<file path="src/rtl/regfile_mp_if.sv">
// regfile_mp_if: read/write port bundle for the multi-read-port register file
interface regfile_mp_if #(
    parameter int XLEN = 32,
    parameter int NRD  = 2,
    parameter int AW   = 5
);
    logic [NRD-1:0]      rd_en;
    logic [NRD*AW-1:0]   rd_addr;
    logic [NRD*XLEN-1:0] rd_data;
    logic                wr_en;
    logic [AW-1:0]       wr_addr;
    logic [XLEN-1:0]     wr_data;
    logic                busy;
    modport master (output rd_en, rd_addr, wr_en, wr_addr, wr_data, input rd_data, busy);
    modport slave  (input rd_en, rd_addr, wr_en, wr_addr, wr_data, output rd_data, busy);
endinterface

</file>
<file path="src/rtl/regfile_mp.sv">
// regfile_mp: parametrised NRD-read/1-write register file with clear FSM, bypass and zero register
module regfile_mp #(
    parameter int XLEN     = 32,
    parameter int NREGS    = 32,
    parameter int NRD      = 2,
    parameter int ZERO_REG = 1,
    parameter int BYPASS   = 1
) (
    input logic         clk,
    input logic         rst,
    regfile_mp_if.slave bus
);
    localparam int AW = $clog2(NREGS);
    localparam logic [AW:0]   NR   = (AW+1)'(NREGS);
    localparam logic [AW-1:0] LAST = AW'(NREGS - 1);

    typedef enum logic {CLEAR, READY} state_t;

    state_t              state;
    logic [AW-1:0]       clr_idx;
    logic                busy_q;
    logic [XLEN-1:0]     regs [NREGS];
    logic [NRD*XLEN-1:0] rd_q;
    logic [XLEN-1:0]     rd_nxt [NRD];
    logic                wr_ok;

    function automatic logic addr_ok(input logic [AW-1:0] a);
        return ({1'b0, a} < NR) && !(ZERO_REG != 0 && a == '0);
    endfunction

    assign wr_ok       = bus.wr_en && addr_ok(bus.wr_addr);
    assign bus.rd_data = rd_q;
    assign bus.busy    = busy_q;

    for (genvar i = 0; i < NRD; i++) begin : g_rd
        logic [AW-1:0] a;
        assign a         = bus.rd_addr[i*AW +: AW];
        assign rd_nxt[i] = !addr_ok(a) ? '0 :
                           (BYPASS != 0 && wr_ok && bus.wr_addr == a) ? bus.wr_data : regs[a];
    end

    // clear FSM sweeps every entry after reset; writes and reads only act once READY
    always_ff @(posedge clk) begin
        if (rst) begin
            state   <= CLEAR;
            clr_idx <= '0;
            busy_q  <= 1'b1;
            rd_q    <= '0;
        end else if (state == CLEAR) begin
            regs[clr_idx] <= '0;
            clr_idx       <= clr_idx + 1'b1;
            rd_q          <= '0;
            if (clr_idx == LAST) begin
                state  <= READY;
                busy_q <= 1'b0;
            end
        end else begin
            if (wr_ok)
                regs[bus.wr_addr] <= bus.wr_data;
            for (int p = 0; p < NRD; p++)
                if (bus.rd_en[p])
                    rd_q[p*XLEN +: XLEN] <= rd_nxt[p];
        end
    end
endmodule

</file>
<file path="src/flat_wrapper.sv">
// flat-port wrapper written by rule: the top's interface ports become plain ports
module regfile_mp_flat 
#(
    parameter int XLEN     = 32,
    parameter int NREGS    = 32,
    parameter int NRD      = 2,
    parameter int ZERO_REG = 1,
    parameter int BYPASS   = 1
)
  (clk, rst, bus_rd_en, bus_rd_addr, bus_wr_en, bus_wr_addr, bus_wr_data, bus_rd_data, bus_busy);
  regfile_mp_if #(.XLEN(XLEN), .NRD(NRD), .AW(5)) bus_i ();
  input logic clk;
  input logic rst;
  input wire logic [$bits(bus_i.rd_en)-1:0] bus_rd_en;
  input wire logic [$bits(bus_i.rd_addr)-1:0] bus_rd_addr;
  input wire logic [$bits(bus_i.wr_en)-1:0] bus_wr_en;
  input wire logic [$bits(bus_i.wr_addr)-1:0] bus_wr_addr;
  input wire logic [$bits(bus_i.wr_data)-1:0] bus_wr_data;
  output wire logic [$bits(bus_i.rd_data)-1:0] bus_rd_data;
  output wire logic [$bits(bus_i.busy)-1:0] bus_busy;
  assign bus_i.rd_en = bus_rd_en;
  assign bus_i.rd_addr = bus_rd_addr;
  assign bus_i.wr_en = bus_wr_en;
  assign bus_i.wr_addr = bus_wr_addr;
  assign bus_i.wr_data = bus_wr_data;
  assign bus_rd_data = bus_i.rd_data;
  assign bus_busy = bus_i.busy;
  regfile_mp #(.XLEN(XLEN), .NREGS(NREGS), .NRD(NRD), .ZERO_REG(ZERO_REG), .BYPASS(BYPASS)) u_core (.clk(clk), .rst(rst), .bus(bus_i));
endmodule
</file>
<file path="config.mk">
export PLATFORM = sky130hd
export DESIGN_NAME = regfile_mp_flat
export DESIGN_NICKNAME = d
export VERILOG_FILES = /design/src/rtl/regfile_mp_if.sv /design/src/rtl/regfile_mp.sv /design/src/flat_wrapper.sv
export SDC_FILE = /design/constraint.sdc
export NUM_CORES = 1
export LEC_CHECK = 0
export BUFFER_PORTS_ARGS = -buffer_cell sky130_fd_sc_hd__buf_2
export CORE_ASPECT_RATIO = 1.4
export CORE_MARGIN = 2
export CORE_UTILIZATION = 53
export DETAILED_ROUTE_END_ITERATION = 8
export GPL_ROUTABILITY_DRIVEN = 0
export PLACE_DENSITY = 0.69
export RECOVER_POWER = 25
export SYNTH_ARGS = -nofsm -noshare
export SYNTH_HDL_FRONTEND = slang
export SYNTH_SLANG_ARGS = --single-unit
</file>
<file path="constraint.sdc">
create_clock -name clk -period 4.6 [get_ports clk]
set_input_delay 0.92 -clock clk [delete_from_list [all_inputs] [get_ports clk]]
set_output_delay 0.92 -clock clk [all_outputs]
set_load 0.02 [all_outputs]
</file>
Word level (Yosys, flattened, before mapping)
Memory sizes are Yosys's and may differ from the RTL's. Cells that the tools add are included.

Word-level logic and storage cells: 37. Memories kept: 1. Output and inout bits: 65. Bits of input ports: 52. Memory bits (writable): 1024. Register bits: 71.

Memory list: u_core.regs (words 32, bits a word 32, read ports 2, clocked after memory_dff 0, wr ports 1, RTL line regfile_mp.sv:22) `logic [XLEN-1:0] regs [NREGS];`.

$add $sub $neg: 1. Bitwise logic cells: 1. Multiplexer cells: 16. Reductions and logical operators: 10. Equality and inequality tests: 3.

Operators with widths (count): two-way mux 32 bit (5); OR reduction 32 bit (1); zero test 5 bit (3); == test 5 bit (2); two-way mux 1 bit (10); adder 5 x 1 -> 5 bit, second input constant (1); == test 5 bit, second input constant (1); two-way mux 5 bit (1); logical AND 1 bit (3); AND reduction 2 bit (1); OR reduction 2 bit (1); zero test 1 bit (1); inverter 1 bit (1).

Logic depth before layout (Yosys ltp)
Word-level depth: 9. Gate-level depth with buffers: 9. Mapped depth without buffers: 5.

Worst setup path before layout
No wires, ideal clock.

Path type: input -> register. Start point: input bus_wr_addr[0]. End point: memory u_core.regs[0][0] (enable). Slack: 430 ps. Data required time: 4179 ps. Stages: 7. Setup time: 421 ps. Arrival time: 3749 ps. Path buffers: 2. Cell sequence: buf_2 > or4_4 > o211a_1 > buf_6 > mux2i_2 > nand2_1 > nor2_1.

Word-level cells in the longest chain between the ends: 9. Elaborated cells between the ends (all ways): 10. Those cells by class: mux (6); reduce/logical (4).

RTL lines: start, declared (RTL line flat_wrapper.sv:17) `input wire logic [$bits(bus_i.wr_addr)-1:0] bus_wr_addr;`; zero test 5 bit (RTL line regfile_mp.sv:28) `return ({1'b0, a} < NR) && !(ZERO_REG != 0 && a == '0);`; zero test 1 bit (RTL line regfile_mp.sv:28); logical AND 1 bit (RTL line regfile_mp.sv:31) `assign wr_ok = bus.wr_en && addr_ok(bus.wr_addr);`; two-way mux 1 bit (RTL line regfile_mp.sv:58) `if (wr_ok)`; two-way mux 1 bit (RTL line regfile_mp.sv:49) `end else if (state == CLEAR) begin`; two-way mux 1 bit (RTL line regfile_mp.sv:44) `if (rst) begin`; two-way mux 1 bit (not written as such) (RTL line regfile_mp.sv:59) `regs[bus.wr_addr] <= bus.wr_data;`; OR reduction 32 bit (no line); two-way mux 5 bit (no line) / two-way mux 1 bit (equally long branches); end, declared (RTL line regfile_mp.sv:22).

Parallel ways exist; a longest one is shown, timed or not.

Worst setup path in the final report
Start point: input bus_rd_addr[3]. End point: register u_core.rd_q[18] (netlist: u_core.bus.rd_data[18]).

Word-level cells in the longest chain between the ends: 4. Elaborated cells between the ends (all ways): 6. Those cells by class: eq/ne (1); mux (2); reduce/logical (2); memory (1).

RTL lines: start, declared (RTL line flat_wrapper.sv:15) `input wire logic [$bits(bus_i.rd_addr)-1:0] bus_rd_addr;`; parallel branches: the longest is 3 deep, another holds memory (32 x 32 bit); two-way mux 32 bit * (RTL line regfile_mp.sv:38) `assign rd_nxt[i] = !addr_ok(a) ? '0 :`; end signal, assigned by index (RTL line regfile_mp.sv:62) `rd_q[p*XLEN +: XLEN] <= rd_nxt[p];`; end, declared (RTL line regfile_mp.sv:23) `logic [NRD*XLEN-1:0] rd_q;`.

Every way passes the cells marked *. A chain may end at the register's enable or synchronous reset.

==> impl_metrics.env <==
export IMPL_synth_cells=2574
export IMPL_crit_arrival_ns=4.62
export IMPL_worstHoldStart="u_core.bus.busy$_SDFFE_PP1P_"
export IMPL_p_sw_share_pct=21.9
export IMPL_hold_viol_final=0
export IMPL_holdPathStages=1
export IMPL_fin_crit_sh_pct=88.4
export IMPL_syn_num_nets=2628
export IMPL_grt_max_degree=117
export IMPL_post_cts_setup_buffers=0
export IMPL_dpl_hpwl_mm=94.9
export IMPL_powerDensity_nw_per_um2=367
export IMPL_antenna_found_initial=3
export IMPL_drv_cap=2
export IMPL_fill_cells=6604
export IMPL_dpl_instance_area_um2=53600
export IMPL_period_minus_slack_ns=4.07
export IMPL_synthArstFlopShare_pct=0
export IMPL_status="complete, but fails checks"
export IMPL_syn_avg_cell_area_um2=19.6
export IMPL_area_growth_syn_to_layout_pct=12.9
export IMPL_synthDistinctLibCells=53
export IMPL_viasPerCell=7.23
export IMPL_grt_usage_pct=31.7
export IMPL_ys_top_cells_by_count="1024 x edfxtp_1, 513 x mux4_2, 151 x mux2i_1"
export IMPL_wl_per_cell_um=37.7
export IMPL_report_final_slew_viol_count=86
export IMPL_reg2regPathDepth=5
export IMPL_drtIter0Drc=3577
export IMPL_start_util_pct=53.6
export IMPL_path_clk_slew_ns=0.07
export IMPL_fmax_ghz=0.246
export IMPL_synth_largest_area_cell="edfxtp_1"
export IMPL_layout_drive_gt1_share_pct=33.9
export IMPL_setup_violations=0
export IMPL_ctsHoldBuffers=0
export IMPL_start_kind="primary input"
export IMPL_ys_ff_latch=1095
export IMPL_io_buffers=116
export IMPL_crit_family="buffers and inverters"
export IMPL_cts_tree="done"
export IMPL_worstPathRequired_ns=5.15
export IMPL_max_stage_delay_ns=1.47
export IMPL_skew_ns=0.0242
export IMPL_clock_power_share_pct=42.0
export IMPL_worst_path_max_delay_cell="clkbuf_1"
export IMPL_pwr_share_comb_pct=6.1
export IMPL_grt_pass1_vias=30700
export IMPL_yosys_top_cells_area="edfxtp_1 61%, mux4_2 23%, mux2i_1 3.0%, dfxtp_1 2.8%, a22oi_1 1.1%"
export IMPL_ant_nets=0
export IMPL_cp_max_fo=22
export IMPL_dieArea_um2=97600
export IMPL_failed_checks="max-capacitance violations, max-slew violations"
export IMPL_cts_buffer_depth=3
export IMPL_rrSetupSlack_ns=0.59
export IMPL_clock_root_buffer="clkbuf_16"
export IMPL_rsz0062_at_grt="no"
export IMPL_max_slew_margin_pct=-40.7
export IMPL_syn_cell_area_um2=50400
export IMPL_seqPwrFrac_pct=51.9
export IMPL_die_w_um=265
export IMPL_hold_end="u_core.bus.busy$_SDFFE_PP1P_"
export IMPL_rows=133
export IMPL_fin_area_um2=56900
export IMPL_synth_top_area_share_pct=61.0
export IMPL_core_um2=94000
export IMPL_crit_type="in2reg"
export IMPL_holdCritPathClass="reg2reg"
export IMPL_drt_pass1_iterations=5
export IMPL_overflow=0
export IMPL_intPower_uw=16300
export IMPL_insertion_delay_ns=0.69
export IMPL_p_leak_uw=0.0165
export IMPL_tightest_slew_ns=2.11
export IMPL_yosysSeqAreaShare_pct=63.8
export IMPL_synth_most_common_cell="edfxtp_1"
export IMPL_synth_flop_cell="edfxtp_1"
export IMPL_numClockSinks=1095
export IMPL_synth_edf_count=1024
export IMPL_die_h_um=369
export IMPL_routed_wl_mm=153
export IMPL_drc=0
export IMPL_vias=29300
export IMPL_reg2reg_to="u_core.regs[27][9]$_DFFE_PP_"
export IMPL_crit_path_end_kind="register"
export IMPL_cts_made_buffers=104
export IMPL_layout_nets=2799
export IMPL_switchingPower_uw=4570
export IMPL_ys_warn_count=0
export IMPL_cp_buffers_inverters=3
export IMPL_io_pins=117
export IMPL_r2r_start="u_core.state$_SDFF_PP0_"
export IMPL_ctsHtreeMaxLevel=3
export IMPL_cts_resized=0
export IMPL_crit_chain="clkbuf_1, inv_1, nor2_1, buf_4, a221o_1, o21ai_0"
export IMPL_grt_pass1_wl_mm=219
export IMPL_peakVddDrop_uv=318
export IMPL_setup_tns_final_ns=0
sequential cells by signal (all words and copies together), names as in the netlist:
register,cells
u_core.regs,1024
u_core.bus.rd_data,64
u_core.clr_idx,5
u_core.bus.busy,1
u_core.state,1
through the flow:
stage	hold WS, ns	utilization [%]	setup slack [ns]	std cells	power, µW
global placement	0.443	57.0	0.717	3854	12300
CTS	0.460	60.7	1.17	4048	20900
detailed placement	0.458	57.0	0.653	3854	12300
finish	0.474	60.5	0.535	4049	20900
floorplan	0.500	-	0.430	2574	11900
global route	0.504	60.5	0.476	4049	21400
worst register-to-register path, cell delays in order (launching register included):
cell and delay, ns:
dfxtp_1 0.54, nor2b_1 0.45, o211a_1 0.87, buf_4 0.55, and2_0 0.24, clkbuf_1 0.95
layer usage:
layer  part of all wire, %  vias up  GRT usage, %
li1                      -    11400             -
met1                    34    15500          38.9
met2                    51     1947          53.4
met3                   9.2      462          5.83
met4                   6.2        4          17.2
met5                 0.018        -             0
final cells by class:
cell class	count	area, µm²	share of cell area, %
inverters	7	26.3	0.0462
flip-flops and latches	1095	32200	56.5
clock inverters	58	577	1.01
multi-input cells	1272	17600	30.9
diodes	1	2.50	0.00440
repair buffers	265	2150	3.78
well taps	1215	1520	2.67
clock buffers	136	2890	5.07
cell usage in the layout, fill, tap and decap left out, types with 43 or more instances in the layout:
master,instances
edfxtp_1,1024
mux4_2,513
mux2i_1,151
clkbuf_16,107
buf_4,99
clkbuf_1,93
nand2b_1,71
a22oi_1,71
dfxtp_1,71
and2_1,46
mux2_2,43
buf_2,43
power groups by stage:
| stage | combinational, µW | clock (µW) | sequential, µW |
|---|---|---|---|
| after global routing | 1320 | 9210 | 10800 |
| after detailed placement | 1260 | 0 | 11000 |
| after floorplan | 851 | 0 | 11000 |
| after global placement | 1250 | 0 | 11000 |
| after CTS | 1270 | 8830 | 10800 |
| final | 1270 | 8760 | 10800 |
how the worst max path moves through the flow:
stage | cells past startpoint | slack (ns) | to | from
final | 6 | 0.53 | u_core.bus.rd_data[18]$_SDFFE_PP0P_ | bus_rd_addr[3]
after global routing | 5 | 0.48 | u_core.regs[27][9]$_DFFE_PP_ | u_core.state$_SDFF_PP0_
after CTS | 6 | 1.17 | u_core.regs[9][1]$_DFFE_PP_ | u_core.state$_SDFF_PP0_
after detailed placement | 7 | 0.65 | u_core.regs[9][18]$_DFFE_PP_ | rst
after global placement | 7 | 0.72 | u_core.regs[6][9]$_DFFE_PP_ | rst
after floorplan | 7 | 0.43 | u_core.regs[0][0]$_DFFE_PP_ | bus_wr_addr[0]
logic make-up after synthesis:
group,count (synthesis),share of synthesized area [%]
AOI/OAI and AO/OA,288,4.20
xor gates and xnor gates,12,0.209
adders and majority gates,2,0.0496
buffers and inverters,207,1.95
DFF,1095,63.8
muxes,708,26.9
and+or+nand+nor,262,2.85
Power figures use the tool's default switching activity.
